[src/rtl/bullet_pool.sv]
// bullet_pool: multi-slot player projectile manager with aim, cooldown
// and per-slot kill, advanced once per video frame.
module bullet_pool #(
  parameter int          NUM_BULLETS = 4,
  parameter int          STEP        = 10,
  parameter int          SCROLL_STEP = 5,
  parameter int          COOLDOWN    = 6,
  parameter bit          AUTO_FIRE   = 1'b1,
  parameter logic [7:0]  FIRE_KEY    = 8'd44,
  parameter logic [9:0]  X_MAX       = 10'd639,
  parameter logic [9:0]  Y_MAX       = 10'd479,
  parameter logic [9:0]  PARK_Y      = 10'd485
) (
  input  logic                     frame_clk,
  input  logic                     Reset_n,
  input  logic [7:0]               keycode,
  input  logic                     fire_en,
  input  logic [9:0]               playerX,
  input  logic [9:0]               playerY,
  input  logic                     direction,
  input  logic [1:0]               aim,
  input  logic                     scroll,
  input  logic [NUM_BULLETS-1:0]   hit,
  output logic [10*NUM_BULLETS-1:0] BulletX,
  output logic [10*NUM_BULLETS-1:0] BulletY,
  output logic [NUM_BULLETS-1:0]   bactive,
  output logic                     fired
);

  localparam int CW = (COOLDOWN < 1) ? 1 : $clog2(COOLDOWN + 1);
  localparam logic [9:0]    STEP_V = 10'(STEP);
  localparam logic [9:0]    SCR_V  = 10'(SCROLL_STEP);
  localparam logic [CW-1:0] CD_V   = CW'(COOLDOWN);

  logic [9:0] x_q  [NUM_BULLETS];
  logic [9:0] x_d  [NUM_BULLETS];
  logic [9:0] y_q  [NUM_BULLETS];
  logic [9:0] y_d  [NUM_BULLETS];
  logic [9:0] dx_q [NUM_BULLETS];
  logic [9:0] dx_d [NUM_BULLETS];
  logic [9:0] dy_q [NUM_BULLETS];
  logic [9:0] dy_d [NUM_BULLETS];

  logic [NUM_BULLETS-1:0] act_q, act_d;
  logic [NUM_BULLETS-1:0] free, spawn_vec;
  logic [CW-1:0]          cd_q, cd_d;
  logic                   held_q, held_d;
  logic                   fired_q, fired_d;
  logic                   fire_key, fire_ok;
  logic [9:0]             dx_new, dy_new, sc;

  always_comb begin
    fire_key  = (keycode == FIRE_KEY);
    free      = ~act_q;
    fire_ok   = fire_key && fire_en && (cd_q == '0)
              && (AUTO_FIRE || !held_q) && (|free);
    // one-hot of the lowest free slot, sampled before this edge's kills
    spawn_vec = fire_ok ? (free & (~free + NUM_BULLETS'(1))) : '0;
    sc        = scroll ? SCR_V : 10'd0;

    dx_new = direction ? STEP_V : (10'd0 - STEP_V);
    dy_new = 10'd0;
    unique case (aim)
      2'b01:   dy_new = 10'd0 - STEP_V;
      2'b10: begin
        dx_new = 10'd0;
        dy_new = 10'd0 - STEP_V;
      end
      default: ;
    endcase

    for (int i = 0; i < NUM_BULLETS; i++) begin
      x_d[i]   = playerX;
      y_d[i]   = PARK_Y;
      dx_d[i]  = 10'd0;
      dy_d[i]  = 10'd0;
      act_d[i] = 1'b0;
      if (spawn_vec[i]) begin
        act_d[i] = 1'b1;
        y_d[i]   = playerY;
        dx_d[i]  = dx_new;
        dy_d[i]  = dy_new;
      end else if (act_q[i] && !hit[i]
                   && x_q[i] <= X_MAX && y_q[i] <= Y_MAX) begin
        act_d[i] = 1'b1;
        x_d[i]   = x_q[i] + dx_q[i] - sc;
        y_d[i]   = y_q[i] + dy_q[i];
        dx_d[i]  = dx_q[i];
        dy_d[i]  = dy_q[i];
      end
    end

    cd_d = cd_q;
    unique case (1'b1)
      fire_ok:        cd_d = CD_V;
      (cd_q != '0):   cd_d = cd_q - CW'(1);
      default:        ;
    endcase

    fired_d = fire_ok;
    held_d  = fire_key;
  end

  always_ff @(posedge frame_clk or negedge Reset_n) begin
    if (!Reset_n) begin
      for (int i = 0; i < NUM_BULLETS; i++) begin
        x_q[i]  <= 10'd0;
        y_q[i]  <= PARK_Y;
        dx_q[i] <= 10'd0;
        dy_q[i] <= 10'd0;
      end
      act_q   <= '0;
      cd_q    <= '0;
      held_q  <= 1'b0;
      fired_q <= 1'b0;
    end else begin
      for (int i = 0; i < NUM_BULLETS; i++) begin
        x_q[i]  <= x_d[i];
        y_q[i]  <= y_d[i];
        dx_q[i] <= dx_d[i];
        dy_q[i] <= dy_d[i];
      end
      act_q   <= act_d;
      cd_q    <= cd_d;
      held_q  <= held_d;
      fired_q <= fired_d;
    end
  end

  for (genvar g = 0; g < NUM_BULLETS; g++) begin : g_pack
    assign BulletX[10*g +: 10] = x_q[g];
    assign BulletY[10*g +: 10] = y_q[g];
  end

  assign bactive = act_q;
  assign fired   = fired_q;

endmodule

[config.mk]
export PLATFORM = sky130hd
export DESIGN_NAME = bullet_pool
export DESIGN_NICKNAME = d
export VERILOG_FILES = /design/src/rtl/bullet_pool.sv
export SDC_FILE = /design/constraint.sdc
export NUM_CORES = 1
export LEC_CHECK = 0
export CAP_MARGIN = 20
export CORE_UTILIZATION = 55
export DETAILED_ROUTE_END_ITERATION = 12
export PLACE_DENSITY = 0.86
export SLEW_MARGIN = 15
export SYNTH_ARGS = -nofsm -noshare
export SYNTH_HDL_FRONTEND = slang
export SYNTH_SLANG_ARGS = --single-unit
[constraint.sdc]
create_clock -name frame_clk -period 5.4 [get_ports frame_clk]
set_input_delay 1.35 -clock frame_clk [delete_from_list [all_inputs] [get_ports frame_clk]]
set_output_delay 1.35 -clock frame_clk [all_outputs]
set_load 0.01 [all_outputs]
Yosys cells after proc, flatten, opt, wreduce, memory -nomap -nowiden:

Index checks and enable logic that the tools add are counted.

* flip-flop bits (word level): 168

* $lt $le $gt $ge: 8
* bitwise operators: 3
* equal/unequal tests: 7
* mux-type cells: 42
* add/subtract/negate cells: 14
* reduce and logical (&&, ||, !) cells: 24

Operators with widths (count)
* 10-bit 2-to-1 mux: 31
* 10-bit adder: 8
* 10-bit <= comparator (second input constant): 4
* 10-bit by 9-bit <= comparator with 1-bit output (second input constant): 4
* 10-bit by 3-bit subtractor with 10-bit output: 4
* 1-bit logical AND: 15
* 8-bit by 6-bit == test with 1-bit output (second input constant): 1
* 1-bit 2-to-1 mux: 8
* 2-bit != test (second input constant): 4
* 4-bit inverter: 2
* 3-bit case mux with 2 select lines: 1
* 4-bit by 1-bit adder with 4-bit output (second input constant): 1
* 4-bit AND: 1
* 1-bit logical NOT: 4
* 4-bit 2-to-1 mux: 1
* 4-bit OR reduction: 1
* 3-bit logical NOT: 1
* 3-bit 2-to-1 mux: 1
* 3-bit nonzero test: 1
* 3-bit by 1-bit subtractor with 3-bit output (second input constant): 1
* 2-bit by 1-bit == test with 1-bit output (second input constant): 1
* 2-bit == test (second input constant): 1
* 2-bit nonzero test: 1
* 2-bit OR reduction: 1

Longest topological paths before layout:

* word-level depth: 6
* depth in mapped cells: 10

Least setup slack after synthesis:

No wires, ideal clock.

* kind: in2reg
* start point: in scroll
* end point: reg x_q, in the netlist BulletX[18]
* stages: 8
* library setup time: 0.136 ns
* data arrival time: 3.058 ns
* path slack: 2.206 ns
* cell sequence: fa_1 > inv_1 > ha_1 > a211oi_1 > nor3_1 > a211oi_1 > xnor2_1 > o21ai_0

RTL lines
* start, declared: RTL line 22 `input logic scroll,`
* end signal, assigned by index: RTL line 118 `x_q[i] <= x_d[i];`
* end, declared: RTL line 35 `logic [9:0] x_q [NUM_BULLETS];`

==> parameters.txt <==
Parameter                              Value

Clock network
  CTS H-Tree Depth    3
  Number of sinks driven by the clock tree    104
  Clock transition at the register clock pins on the worst setup and hold paths after CTS    0.07 ns
  Post-CTS Setup Inserts    0
  Clock network latency to the later pin of the worst-skew pair    0.35 ns
  # resized after CTS    0
  TritonCTS buffer count    9
  Clock root buffer    clkbuf_16
  TritonCTS clock tree    built
  Hold buffers post-CTS    0
  Maximum clock insertion buffer count    2

Final layout
  Antenna diode count    0
  Final core occ    70.03%
  Most frequent cells in the layout    127 x inv_1, 122 x clkdlybuf4s50_1, 95 x ha_1, 80 x dfrtp_1, 61 x nand2_1
  Net count, final    1007
  Most common cell after layout, fill and taps aside    inv_1
  Fraction of layout instances using a drive strength above 1    6.120%
  Signed area change from the synthesized netlist to the final layout    24.22%

Logic synthesis
  Number of storage elements in the synthesis netlist    104
  Share of Yosys cell area claimed by the top area cell type    28.14%
  Cells after Synth    743
  Most common flop cell mapped by yosys    dfrtp_1
  Xor-xnor portion of the synthesized cell area    8.125%
  Fraction of the yosys area taken by sequential cells    37.00%
  Share of cell area taken by muxes after synthesis    0.7738%
  Area fraction in compound gates after synthesis    17.38%
  Net Count, Synth    889
  Area leader, netlist    dfrtp_1
  Leading post-synthesis cells by cell area    dfrtp_1 28%, ha_1 17%, dfstp_2 8.9%
  Post-synthesis average cell area    9.575 um2
  Synth cell types    43
  Area of the mapped netlist    0.007114 mm2
  Warning count from the yosys run    0
  Count of flip-flops with a built-in enable after synthesis    0
  Simple-gate area share of the yosys netlist    8.565%
  Async S/R FF share, synth    100.0%
  Dominant combinational cell family by area after synthesis    adder cells
  Post-Synth Adder-Cell Area    20.08%

STA
  Transition time of the tightest slew-check pin    0.9662 ns
  RSZ-0062 raised after global routing    false
  Minimum period implied by the final worst setup slack    3.849 ns
  Hold Fails Final Rpt    0
  Minimum hold slack    0.5050 ns
  Setup violations, final    0
  Setup tns final    0 ns
  Worst Clk Skew    0.008634 ns
  Max Slew Vio Count    0
  Achievable frequency    259.8 MHz
  Final worst path period share    71.29%
  Rel. slew slack    35.40%

Drt
  Drt via density    5.534
  Detailed router's first-iteration violation count    338
  Number of remaining DRC errors    0
  Routed wire length    16.93 mm
  Antenna Nets Post-Route    0
  First drt pass iteration count    5
  Vias    5744
  Avg WL per Cell    16.31 um

Floorplan
  Width of the die    115.7 um
  Starting density of the core    56.38%
  CORE AREA    0.01262 mm2
  Number of rows in the core area    41
  I/O pin total    124
  Die area    0.01339 mm2
  Vert. Die Dim    115.7 um

Worst hold path
  Hold Path Depth    1
  HP Class    reg -> reg
  Beginning of the worst hold path    cd_q[0]
  Worst Hold Endpoint    cd_q[0]

Place
  Detailed placer's ending HPWL    12.74 mm
  IO Port Bufs    123
  Last weighted congestion value of the routability-driven placer    0.8419

Global routing
  Number of antenna violations at the first check in global routing    0
  Wire length of the first global-routing pass    26.96 mm
  Total routing usage reported by global routing    26.44%
  Via count of the first global-routing pass    5513
  Pin count of the biggest net entering global routing    66
  Total gr overflow    0

Worst setup path
  Most common cell type on the critical path    a211oi_1
  Required time at the worst-slack endpoint    5.59 ns
  Type of origin of the critical path    input port
  Kind of end point of the critical path    register
  Worst setup slack for register-to-register paths    2.84 ns
  Category of the critical setup timing path    in -> reg
  Critical-path maximum fanout    8
  Endpoint of the worst register-to-register path    BulletX[8]
  Worst R2R Start    dx_q[38]
  Number of cells traversed by the worst register-to-register path    9
  Arrival time of the worst setup path    4.04 ns
  Maximum cell stage delay along the critical path    0.70 ns
  Critical path's slowest cell    clkdlybuf4s50_1
  Ordered cell list for the critical path    clkdlybuf4s50_1 -> fa_1 -> inv_1 -> ha_1 -> a211oi_1 -> nor3_1 -> a211oi_1 -> xnor2_1 -> o21ai_0

Pwr
  Static Leak    0.004350 uW
  Power share of the sequential group    42.2%
  Internal power consumption    1446 uW
  P_sw    513.5 uW
  Net Sw Frac    26.20%
  Combinational Power Share    18.2%
  Peak supply drop    0.1298 mV
  Total design power    1960 uW
  Clock network fraction of total power    39.6%
  Power Density    221.8 mW/mm2

Run status
  Outcome    completed

Flow run
  Max-cap violations    0
-- critical path, delay by kind of cell --
family	cells	cell delay, ns
adders and majority gates	2	0.97
buffers and inverters	2	0.77
AOI/OAI and AO/OA	3	0.70
xor gates and xnor gates	1	0.15
and+or+nand+nor	1	0.09
-- state kept, by name, indices dropped and copies added (netlist names) --
| name | cells |
|---|---|
| dy_q | 4 |
| cd_q | 3 |
| BulletY | 40 |
| fired | 1 |
| BulletX | 40 |
| dx_q | 12 |
| bactive | 4 |
-- layer usage --
metal / track usage (%) / up-vias / share of wire (%)
li1: - / 2802 / -
met1: 33.22 / 2730 / 43
met2: 46.15 / 175 / 50
met3: 2.929 / 37 / 4.3
met4: 11.71 / 0 / 3.1
met5: 0 / - / 0
-- layout make-up --
cell class	instances	area (um2)
flip-flops and latches	104	2633
well taps	172	215.2
multi-input cells	493	3908
fillers	964	3782
inverters	127	476.7
repair buffers	126	1251
clock inverters	6	115.1
clock buffers	10	239.0
-- logic make-up (layout without fill, tap and decap cells) --
family,after synthesis,in the layout
buf+inv,146,269
fa+ha+maj,107,107
flops,104,104
mux,5,5
simple gates,122,122
compound gates,193,193
xor+xnor,66,66
-- Yosys cell counts (all sizes together), types with 4 or more instances --
cell type and n:
a21o 28, fa 12, o22ai 26, clkbuf 13, mux2 4, a221oi 4, ha 95, nand3 17
xor2 20, o21ai 57, nor2 10, a2bb2oi 4, xnor2 46, a31oi 16, nor3 5, a21oi 27
nand2 61, o22a 16, dfrtp 80, inv 127, dfstp 24, buf 6, nand4 6, nor2b 7
a211oi 10, o21bai 4
-- power by group through the flow --
stage,clock [uW],combinational [uW],sequential [uW]
2_1_floorplan,0,211,843
3_3_place_gp,0,341,839
3_5_place_dp,0,353,840
4_1_cts,784,358,826
5_1_grt,812,401,829
6_report,776,357,826
-- worst max-delay path by stage --
stage,start,endpoint,slack (ns),cells past startpoint
after floorplan,scroll,BulletX[18],2.21,8
after global placement,scroll,BulletX[18],1.23,9
after detailed placement,scroll,BulletX[18],1.19,9
after CTS,scroll,BulletX[18],1.55,9
after global routing,scroll,BulletX[18],1.35,9
final,scroll,BulletX[8],1.55,9
-- metrics by stage --
step / setup WS [ns] / instances / instance area (um2)
2_1_floorplan: 2.206 / 743 / 7114
3_3_place_gp: 1.227 / 1022 / 8483
3_5_place_dp: 1.190 / 1022 / 8483
4_1_cts: 1.548 / 1038 / 8837
5_1_grt: 1.352 / 1038 / 8837
6_report: 1.551 / 1038 / 8837
Power figures use the tool's default switching activity.
